$ cat config.mk
export PLATFORM = sky130hd
export DESIGN_NAME = vga_fb_arbiter
export DESIGN_NICKNAME = d
export VERILOG_FILES = /design/src/rtl/vga_fb_arbiter_pkg.sv /design/src/rtl/vga_sync_delay.sv /design/src/rtl/vga_fb_arbiter.sv
export SDC_FILE = /design/constraint.sdc
export NUM_CORES = 1
export LEC_CHECK = 0
export CAP_MARGIN = 5
export CELL_PAD_IN_SITES_DETAIL_PLACEMENT = 1
export CELL_PAD_IN_SITES_GLOBAL_PLACEMENT = 1
export CORE_MARGIN = 8
export CORE_UTILIZATION = 30
export DETAILED_ROUTE_END_ITERATION = 8
export GPL_TIMING_DRIVEN = 0
export PLACE_DENSITY_LB_ADDON = 0.1
export SLEW_MARGIN = 20
export SYNTH_ARGS = -nofsm -noshare
export SYNTH_HDL_FRONTEND = slang
export SYNTH_SLANG_ARGS = --single-unit
$ cat constraint.sdc
create_clock -name pixel_clk -period 3.01 [get_ports pixel_clk]
set_input_delay 0.4515 -clock pixel_clk [delete_from_list [all_inputs] [get_ports pixel_clk]]
set_output_delay 0.4515 -clock pixel_clk [all_outputs]
set_load 0.02 [all_outputs]
$ cat src/rtl/vga_fb_arbiter_pkg.sv
// Shared constants, swap FSM encoding and scan-address helper for the VGA
// framebuffer arbiter.
package vga_fb_arbiter_pkg;

  localparam int unsigned FB_W_DEF = 160;
  localparam int unsigned FB_H_DEF = 120;
  localparam int unsigned DW_DEF   = 8;

  localparam logic [10:0] SWAP_VCOUNT = 11'd480;
  localparam logic [10:0] SWAP_HCOUNT = 11'd0;

  typedef enum logic {
    StIdle    = 1'b0,
    StPending = 1'b1
  } swap_state_e;

  // y*160 + x as shift-add on the 4x-downscaled counters.
  function automatic logic [14:0] scan_index(input logic [10:0] h, input logic [10:0] v);
    logic [14:0] x;
    logic [14:0] y;
    x = 15'(h[10:2]);
    y = 15'(v[10:2]);
    return (y << 7) + (y << 5) + x;
  endfunction

endpackage

$ cat src/rtl/vga_sync_delay.sv
// Generic N-stage register delay line with a per-bit reset value.
module vga_sync_delay #(
  parameter int unsigned     WIDTH     = 1,
  parameter int unsigned     STAGES    = 2,
  parameter logic [WIDTH-1:0] RESET_VAL = '0
) (
  input  logic             clk,
  input  logic             rst,
  input  logic [WIDTH-1:0] din,
  output logic [WIDTH-1:0] dout
);

  logic [WIDTH-1:0] pipe_q [STAGES];

  always_ff @(posedge clk or posedge rst) begin
    if (rst) begin
      for (int i = 0; i < STAGES; i++) begin
        pipe_q[i] <= RESET_VAL;
      end
    end else begin
      pipe_q[0] <= din;
      for (int i = 1; i < STAGES; i++) begin
        pipe_q[i] <= pipe_q[i-1];
      end
    end
  end

  assign dout = pipe_q[STAGES-1];

endmodule

$ cat src/rtl/vga_fb_arbiter.sv
// Double-buffered framebuffer port arbiter: scanout reads get every 4th active
// pixel cycle, draw-engine writes take the rest, buffer swaps happen at vblank.
module vga_fb_arbiter
  import vga_fb_arbiter_pkg::*;
#(
  parameter int unsigned FB_W = FB_W_DEF,
  parameter int unsigned FB_H = FB_H_DEF,
  parameter int unsigned DW   = DW_DEF
) (
  input  logic          pixel_clk,
  input  logic          rst,
  input  logic [10:0]   hcounter,
  input  logic [10:0]   vcounter,
  input  logic          blank,
  input  logic          HS_in,
  input  logic          VS_in,
  input  logic          wr_valid,
  output logic          wr_ready,
  input  logic [14:0]   wr_addr,
  input  logic [DW-1:0] wr_data,
  input  logic          swap_req,
  output logic          swap_done,
  output logic          front_buf,
  output logic [15:0]   mem_addr,
  output logic          mem_we,
  output logic [DW-1:0] mem_wdata,
  input  logic [DW-1:0] mem_rdata,
  output logic [DW-1:0] rgb,
  output logic          HS,
  output logic          VS,
  output logic          blank_out
);

  localparam logic [14:0] FB_SIZE = 15'(FB_W * FB_H);

  swap_state_e   state_q, state_d;
  logic          front_buf_q;
  logic          swap_done_q;
  logic          do_swap;
  logic          swap_point;

  logic          scan_slot;
  logic          wr_accept;
  logic          wr_in_range;
  logic [15:0]   addr_q, addr_d;
  logic          we_d;
  logic [DW-1:0] wdata_q, wdata_d;
  logic          slot_q;
  logic [DW-1:0] rgb_q;

  // Port arbitration; address and data hold their last value when the port is idle.
  always_comb begin
    scan_slot   = ~blank & (hcounter[1:0] == 2'b00);
    wr_ready    = ~scan_slot;
    wr_accept   = wr_valid & wr_ready;
    wr_in_range = wr_addr < FB_SIZE;
    addr_d      = addr_q;
    wdata_d     = wdata_q;
    we_d        = 1'b0;
    if (scan_slot) begin
      addr_d = {front_buf_q, scan_index(hcounter, vcounter)};
    end else if (wr_accept && wr_in_range) begin
      addr_d  = {~front_buf_q, wr_addr};
      wdata_d = wr_data;
      we_d    = 1'b1;
    end
  end

  always_ff @(posedge pixel_clk or posedge rst) begin
    if (rst) begin
      addr_q  <= '0;
      wdata_q <= '0;
      slot_q  <= 1'b0;
      rgb_q   <= '0;
    end else begin
      addr_q  <= addr_d;
      wdata_q <= wdata_d;
      slot_q  <= scan_slot;
      if (slot_q) begin
        rgb_q <= mem_rdata;
      end
    end
  end

  assign mem_addr  = rst ? '0 : addr_d;
  assign mem_we    = rst ? 1'b0 : we_d;
  assign mem_wdata = rst ? '0 : wdata_d;

  // Swap FSM: a request coinciding with the swap point is served immediately.
  always_comb begin
    state_d    = state_q;
    do_swap    = 1'b0;
    swap_point = (vcounter == SWAP_VCOUNT) && (hcounter == SWAP_HCOUNT);
    unique case (state_q)
      StIdle: begin
        if (swap_req) begin
          if (swap_point) begin
            do_swap = 1'b1;
          end else begin
            state_d = StPending;
          end
        end
      end
      StPending: begin
        if (swap_point) begin
          do_swap = 1'b1;
          state_d = StIdle;
        end
      end
      default: state_d = StIdle;
    endcase
  end

  always_ff @(posedge pixel_clk or posedge rst) begin
    if (rst) begin
      state_q     <= StIdle;
      front_buf_q <= 1'b0;
      swap_done_q <= 1'b0;
    end else begin
      state_q     <= state_d;
      swap_done_q <= do_swap;
      if (do_swap) begin
        front_buf_q <= ~front_buf_q;
      end
    end
  end

  assign front_buf = front_buf_q;
  assign swap_done = swap_done_q;

  logic [2:0] sync_dly;

  vga_sync_delay #(
    .WIDTH     (3),
    .STAGES    (2),
    .RESET_VAL (3'b001)
  ) u_sync_delay (
    .clk  (pixel_clk),
    .rst  (rst),
    .din  ({HS_in, VS_in, blank}),
    .dout (sync_dly)
  );

  assign HS        = sync_dly[2];
  assign VS        = sync_dly[1];
  assign blank_out = sync_dly[0];
  assign rgb       = blank_out ? '0 : rgb_q;

endmodule

== Word level (Yosys, flattened, before mapping) ==
Cells that the tools add are included.
Storage, ports and cells
  register bits: 42
  input bits: 60
  output and inout port bits: 39
  logic and storage cells: 39
Cells by class
  add/subtract/negate cells: 2
  order comparisons: 1
  equal/unequal tests: 1
  muxes and demuxes: 16
  bitwise operators: 6
  reductions and logical operators: 4
Operators by type and width (count)
  16-bit two-way mux: 3
  8-bit two-way mux: 4
  15-bit by 14-bit adder with 15-bit output: 1
  15-bit by 9-bit adder with 15-bit output: 1
  15-bit less-than comparator (second input constant): 1
  11-bit by 9-bit == test with 1-bit output (second input constant): 1
  11-bit zero test: 1
  1-bit two-way mux: 7
  1-bit NOT: 4
  1-bit one-hot mux with 2 select lines: 2
  1-bit bitwise AND: 2
  1-bit logical AND: 2
  2-bit zero test: 1

== Longest topological paths before layout ==
  depth after elaboration: 8
  depth in mapped cells: 8
  depth with buffers taken out: 8

== By module ==
Synthesis repeated with hierarchy kept, for this count alone.
Second synthesis, totals
  cells, all modules: 263
  area, all modules: 2630.0 µm²
Modules (own cells, without submodules)
  vga_fb_arbiter: times used 1, cells each 253, area each 2451.1 µm², seq. area each 900.9 µm²
  vga_sync_delay: times used 1, cells each 10, area each 178.9 µm², seq. area each 152.6 µm²

== Worst setup path before layout ==
Ideal clock, no wire load.
  path kind: input -> output
  start point: input hcounter[9]
  end point: output mem_addr[14]
  data arrival time: 2816 ps
  data required time: 2558 ps
  path slack: -258 ps
  stages on the path: 8
  buffers on the path: 0
  cells stage by stage: inv_1 -> fa_1 -> inv_1 -> fa_1 -> a211oi_1 -> o211ai_1 -> and3_1 -> nor4_1
Between the ends
  cells in the longest elaborated chain, start to end: 3
Ends and longest elaborated chain
  start, declared: line vga_fb_arbiter.sv:12  | input logic [10:0] hcounter,
  15-bit by 9-bit adder with 15-bit output: line vga_fb_arbiter_pkg.sv:23  | return (y << 7) + (y << 5) + x;
  16-bit two-way mux: line vga_fb_arbiter.sv:60  | if (scan_slot) begin
  16-bit two-way mux: line vga_fb_arbiter.sv:85  | assign mem_addr = rst ? '0 : addr_d;
  end, declared: line vga_fb_arbiter.sv:24  | output logic [15:0] mem_addr,
No other way between the ends.

== Worst setup path in the final report ==
  start point: input vcounter[4]
  end point: output mem_addr[11]
Between the ends
  cells in the longest elaborated chain, start to end: 4
Ends and longest elaborated chain
  start, declared: line vga_fb_arbiter.sv:13  | input logic [10:0] vcounter,
  15-bit by 14-bit adder with 15-bit output: line vga_fb_arbiter_pkg.sv:23
  15-bit by 9-bit adder with 15-bit output: line vga_fb_arbiter_pkg.sv:23
  16-bit two-way mux: line vga_fb_arbiter.sv:60
  16-bit two-way mux: line vga_fb_arbiter.sv:85
No other way between the ends.

==> impl_metrics.xml <==
<?xml version="1.0" encoding="UTF-8"?>
<metrics>
  <group name="setup_path">
    <metric name="startpoint_type" unit="">primary input</metric>
    <metric name="critical_path_class" unit="">primary input to primary output</metric>
    <metric name="reg2reg_setup_slack" unit="ns">1.78</metric>
    <metric name="critPathCaptureType" unit="">primary output</metric>
    <metric name="r2r.worst_path.cells" unit="">2</metric>
    <metric name="reg2reg_to" unit="">addr_q[11]$_DFF_PP0_</metric>
    <metric name="r2r-start" unit="">addr_q[11]$_DFF_PP0_</metric>
    <metric name="cp_data_required_time" unit="ns">2.56</metric>
    <metric name="path_max_fanout" unit="">3</metric>
    <metric name="cp.arrival" unit="ns">2.61</metric>
  </group>
  <group name="global_routing">
    <metric name="globalRouteTotalUtil" unit="%">14.2</metric>
    <metric name="antenna_violations_before_repair" unit="">0</metric>
    <metric name="grt_max_degree" unit="">52</metric>
    <metric name="overflow" unit="">0</metric>
    <metric name="global_route_wire_length_before_repair" unit="mm">13.7</metric>
    <metric name="vias_in_the_first_global_route" unit="">2660</metric>
  </group>
  <group name="logic_synthesis">
    <metric name="netlist-cell-type-count" unit="">48</metric>
    <metric name="post_synth_inst_count" unit="">260</metric>
    <metric name="netlist_area" unit="mm²">0.00262</metric>
    <metric name="netlist.area_leader.share" unit="%">38.2</metric>
    <metric name="postSynthRegisterBits" unit="">42</metric>
    <metric name="ys_warn_count" unit="">0</metric>
    <metric name="yosysSeqAreaShare" unit="%">40.2</metric>
    <metric name="synth_top_cells_by_area" unit="">sky130_fd_sc_hd__dfrtp_1, sky130_fd_sc_hd__mux2_2, sky130_fd_sc_hd__ha_1</metric>
    <metric name="synth_top_area_cell" unit="">sky130_fd_sc_hd__dfrtp_1</metric>
    <metric name="postSynthNetCount" unit="">338</metric>
    <metric name="synth.avg_cell_area" unit="µm²">10.1</metric>
  </group>
  <group name="flow_run">
    <metric name="cap_viol_max_count" unit="">0</metric>
  </group>
  <group name="route">
    <metric name="routed_wl" unit="mm">8.73</metric>
    <metric name="drc" unit="">0</metric>
    <metric name="post_drt_via_cell_ratio" unit="">5.06</metric>
    <metric name="num_vias" unit="">2473</metric>
    <metric name="detailedRoute.firstIterationViolations" unit="">59</metric>
    <metric name="drt_first_pass_iters" unit="">4</metric>
    <metric name="wl_per_cell" unit="µm">17.9</metric>
    <metric name="ant_nets" unit="">0</metric>
  </group>
  <group name="cts">
    <metric name="clock_sinks" unit="">42</metric>
    <metric name="clk_pin_slew_worst_paths" unit="ns">0.08</metric>
    <metric name="cts_max_level" unit="">2</metric>
    <metric name="cts_buffers" unit="">5</metric>
    <metric name="buffer_levels_on_the_longest_clock_path" unit="">2</metric>
    <metric name="tritoncts" unit="">done</metric>
    <metric name="cts_root_buffer" unit="">sky130_fd_sc_hd__clkbuf_8</metric>
    <metric name="holdBufCountCts" unit="">0</metric>
    <metric name="insertion_delay" unit="ns">0.28</metric>
  </group>
  <group name="timing">
    <metric name="final-max-slew-violation-count" unit="">0</metric>
    <metric name="unrepaired_setup_endpoints_after_global_routing" unit="">yes</metric>
    <metric name="relative_slew_slack" unit="%">56.9</metric>
    <metric name="fmaxAchievable" unit="MHz">327</metric>
    <metric name="final.min_clock_period" unit="ns">3.06</metric>
    <metric name="sum_neg_setup_slack" unit="ns">-0.0764</metric>
    <metric name="clock_skew" unit="ns">0.000439</metric>
    <metric name="min_period_over_period" unit="%">102</metric>
    <metric name="final.setup.worst_slack" unit="ns">-0.0516</metric>
    <metric name="worst_slew_pin_slew" unit="ns">0.647</metric>
    <metric name="hold_viol_final" unit="">0</metric>
    <metric name="setup_viol" unit="">3</metric>
  </group>
  <group name="finish">
    <metric name="seqCellArea" unit="mm²">0.00105</metric>
    <metric name="fillerInstances" unit="">963</metric>
    <metric name="final_nets" unit="">458</metric>
    <metric name="share_of_post_route_cells_with_drive_strength_above_1" unit="%">30.2</metric>
    <metric name="layout-area-overhead-vs-synth" unit="%">57.0</metric>
    <metric name="multi_input_comb_area" unit="mm²">0.00165</metric>
    <metric name="antennaDiodeCount" unit="">0</metric>
    <metric name="design_area" unit="mm²">0.00411</metric>
  </group>
  <group name="floorplan">
    <metric name="row_count" unit="">34</metric>
    <metric name="placeableCoreArea" unit="mm²">0.00859</metric>
    <metric name="die_height" unit="µm">109</metric>
    <metric name="die-width" unit="µm">109</metric>
    <metric name="die_footprint" unit="mm²">0.0120</metric>
    <metric name="io_pins" unit="">99</metric>
    <metric name="initial_core_util" unit="%">30.5</metric>
  </group>
  <group name="place">
    <metric name="place_area" unit="mm²">0.00374</metric>
    <metric name="post-dp-hpwl" unit="mm">6.61</metric>
    <metric name="gp_routability_congestion" unit="">0.749</metric>
    <metric name="port_buffers" unit="">97</metric>
  </group>
  <group name="worst_hold_path">
    <metric name="hold_start" unit="">u_sync_delay.pipe_q[5]$_DFF_PP0_</metric>
    <metric name="worst_hold_path.num_cells" unit="">0</metric>
    <metric name="hold_end" unit="">u_sync_delay.dout[2]$_DFF_PP0_</metric>
    <metric name="hold_path.class" unit="">flip-flop to flip-flop</metric>
  </group>
  <group name="run_status">
    <metric name="run_status" unit="">complete, but fails checks</metric>
    <metric name="failed_checks" unit="">negative setup slack</metric>
  </group>
  <group name="pwr">
    <metric name="power_density_relative_to_cell_area" unit="mW/mm²">448</metric>
    <metric name="total_leakage_power" unit="nW">1.75</metric>
    <metric name="power.ir.vdd_worst" unit="µV">159</metric>
  </group>
</metrics>
==> synth_stat cells (all sizes together) <==
library cell	number
o22ai	1
o21a	2
or4b	1
inv	10
or2	1
nand2b	2
o311a	1
xnor2	3
mux2i	11
mux2	17
nand4	1
a211o	2
and2	1
or3b	1
a21o	6
o21ai	3
nor3b	1
a21oi	30
nand2	11
clkbuf	7
xor2	2
fa	3
a2111oi	2
a31oi	2
dfrtp	40
buf	8
dfstp	2
and3	1
clkinv	1
and4	1
o211ai	3
or3	2
a31o	8
a211oi	15
nor2	18
nand3	4
nor2b	10
nor4	5
ha	15
o311ai	1
nor3	4
or4	1
==> what timing repair did <==
action	CTS	global route
gates resized for setup	119	23
endpoints found under the setup margin	26	15
buffers inserted	12	4
pin swaps	22	10
==> state kept, by name, summed over array words and instances, names as in the netlist <==
signal and count:
slot_q 1, front_buf 1, wdata_q 8, rgb_q 8
u_sync_delay.pipe_q 3, addr_q 16, state_q 1, swap_done 1
u_sync_delay.dout 3
==> cell families after synthesis <==
family / synth area share [%]
and+or+nand+nor: 13.1
buffers and inverters: 4.64
AOI/OAI and AO/OA: 19.4
adders and majority gates: 9.46
xor gates and xnor gates: 1.67
muxes: 11.5
DFF: 40.2
==> layer usage <==
metal  vias to the layer above  track usage, %  share of wire (%)
met2                        65            25.1                 50
met3                         9            3.40                6.5
met5                         -               0                  0
met1                      1208            17.1                 42
li1                       1191               -                  -
met4                         0            3.18                1.0
==> report_power, final <==
part           total, mW  internal [mW]  leakage [nW]  switching [mW]
clock network      0.380          0.185        0.0472           0.196
logic              0.776          0.408          1.22           0.368
registers          0.683          0.651         0.486          0.0320
total               1.84           1.24          1.75           0.596
==> metrics by stage <==
stage | hold slack (ns) | worst slack [ns] | power [mW] | util, % | instances
after global routing | 0.372 | -0.103 | 1.95 | 47.8 | 489
after global placement | 0.332 | -1.13 | 1.35 | 43.5 | 465
after detailed placement | 0.342 | -1.17 | 1.36 | 43.6 | 465
after CTS | 0.362 | -0.0893 | 1.83 | 47.3 | 485
after floorplan | 0.331 | -0.0403 | 1.07 | - | 260
final | 0.357 | -0.0516 | 1.84 | 47.8 | 489
==> cell usage in the layout, fill, tap and decap left out, types with 2 or more instances in the layout <==
| master | instances |
|---|---|
| sky130_fd_sc_hd__clkdlybuf4s50_1 | 61 |
| sky130_fd_sc_hd__dfrtp_1 | 40 |
| sky130_fd_sc_hd__a21oi_1 | 27 |
| sky130_fd_sc_hd__buf_4 | 22 |
| sky130_fd_sc_hd__nor2_1 | 18 |
| sky130_fd_sc_hd__mux2_2 | 17 |
| sky130_fd_sc_hd__dlygate4sd2_1 | 15 |
| sky130_fd_sc_hd__a211oi_1 | 12 |
| sky130_fd_sc_hd__nand2_1 | 10 |
| sky130_fd_sc_hd__nor2b_1 | 10 |
| sky130_fd_sc_hd__mux2i_1 | 10 |
| sky130_fd_sc_hd__ha_4 | 9 |
| sky130_fd_sc_hd__a31o_2 | 8 |
| sky130_fd_sc_hd__clkbuf_2 | 8 |
| sky130_fd_sc_hd__buf_2 | 7 |
| sky130_fd_sc_hd__clkbuf_8 | 7 |
| sky130_fd_sc_hd__a21o_1 | 6 |
| sky130_fd_sc_hd__inv_1 | 5 |
| sky130_fd_sc_hd__ha_1 | 5 |
| sky130_fd_sc_hd__inv_2 | 4 |
| sky130_fd_sc_hd__buf_6 | 4 |
| sky130_fd_sc_hd__nor3_1 | 4 |
| sky130_fd_sc_hd__nand3_1 | 4 |
| sky130_fd_sc_hd__nor4_1 | 4 |
| sky130_fd_sc_hd__o21ai_1 | 3 |
| sky130_fd_sc_hd__clkbuf_1 | 3 |
| sky130_fd_sc_hd__a211oi_2 | 3 |
| sky130_fd_sc_hd__o211ai_1 | 3 |
| sky130_fd_sc_hd__xnor2_1 | 3 |
| sky130_fd_sc_hd__or3_1 | 2 |
| sky130_fd_sc_hd__nand2b_1 | 2 |
| sky130_fd_sc_hd__a21oi_2 | 2 |
| sky130_fd_sc_hd__fa_1 | 2 |
| sky130_fd_sc_hd__clkdlybuf4s15_2 | 2 |
| sky130_fd_sc_hd__clkdlybuf4s15_1 | 2 |
| sky130_fd_sc_hd__dfstp_2 | 2 |
==> critical path: stages <==
cell	delay, ns
sky130_fd_sc_hd__buf_8	0.08
sky130_fd_sc_hd__inv_4	0.03
sky130_fd_sc_hd__fa_1	0.54
sky130_fd_sc_hd__inv_2	0.06
sky130_fd_sc_hd__ha_4	0.27
sky130_fd_sc_hd__a211o_4	0.15
sky130_fd_sc_hd__buf_6	0.10
sky130_fd_sc_hd__a21oi_4	0.05
sky130_fd_sc_hd__or4b_4	0.53
sky130_fd_sc_hd__a31oi_1	0.18
sky130_fd_sc_hd__buf_4	0.17
==> final cells by class <==
cell class | instances | area share [%]
clock buffers | 6 | 2.01
clock inverters | 2 | 0.305
well taps | 108 | 3.29
plain buffers | 15 | 2.44
flip-flops and latches | 42 | 25.6
repair buffers | 113 | 25.1
multi-input cells | 192 | 40.2
inverters | 11 | 1.07
==> how the worst max path moves through the flow <==
stage,startpoint,end
2_1_floorplan,hcounter[9],mem_addr[14]
5_1_grt,vcounter[4],mem_addr[13]
3_5_place_dp,hcounter[9],mem_addr[13]
6_report,vcounter[4],mem_addr[11]
4_1_cts,vcounter[4],mem_addr[13]
3_3_place_gp,hcounter[9],mem_addr[14]
No activity file was read; power rests on OpenSTA's default activity.
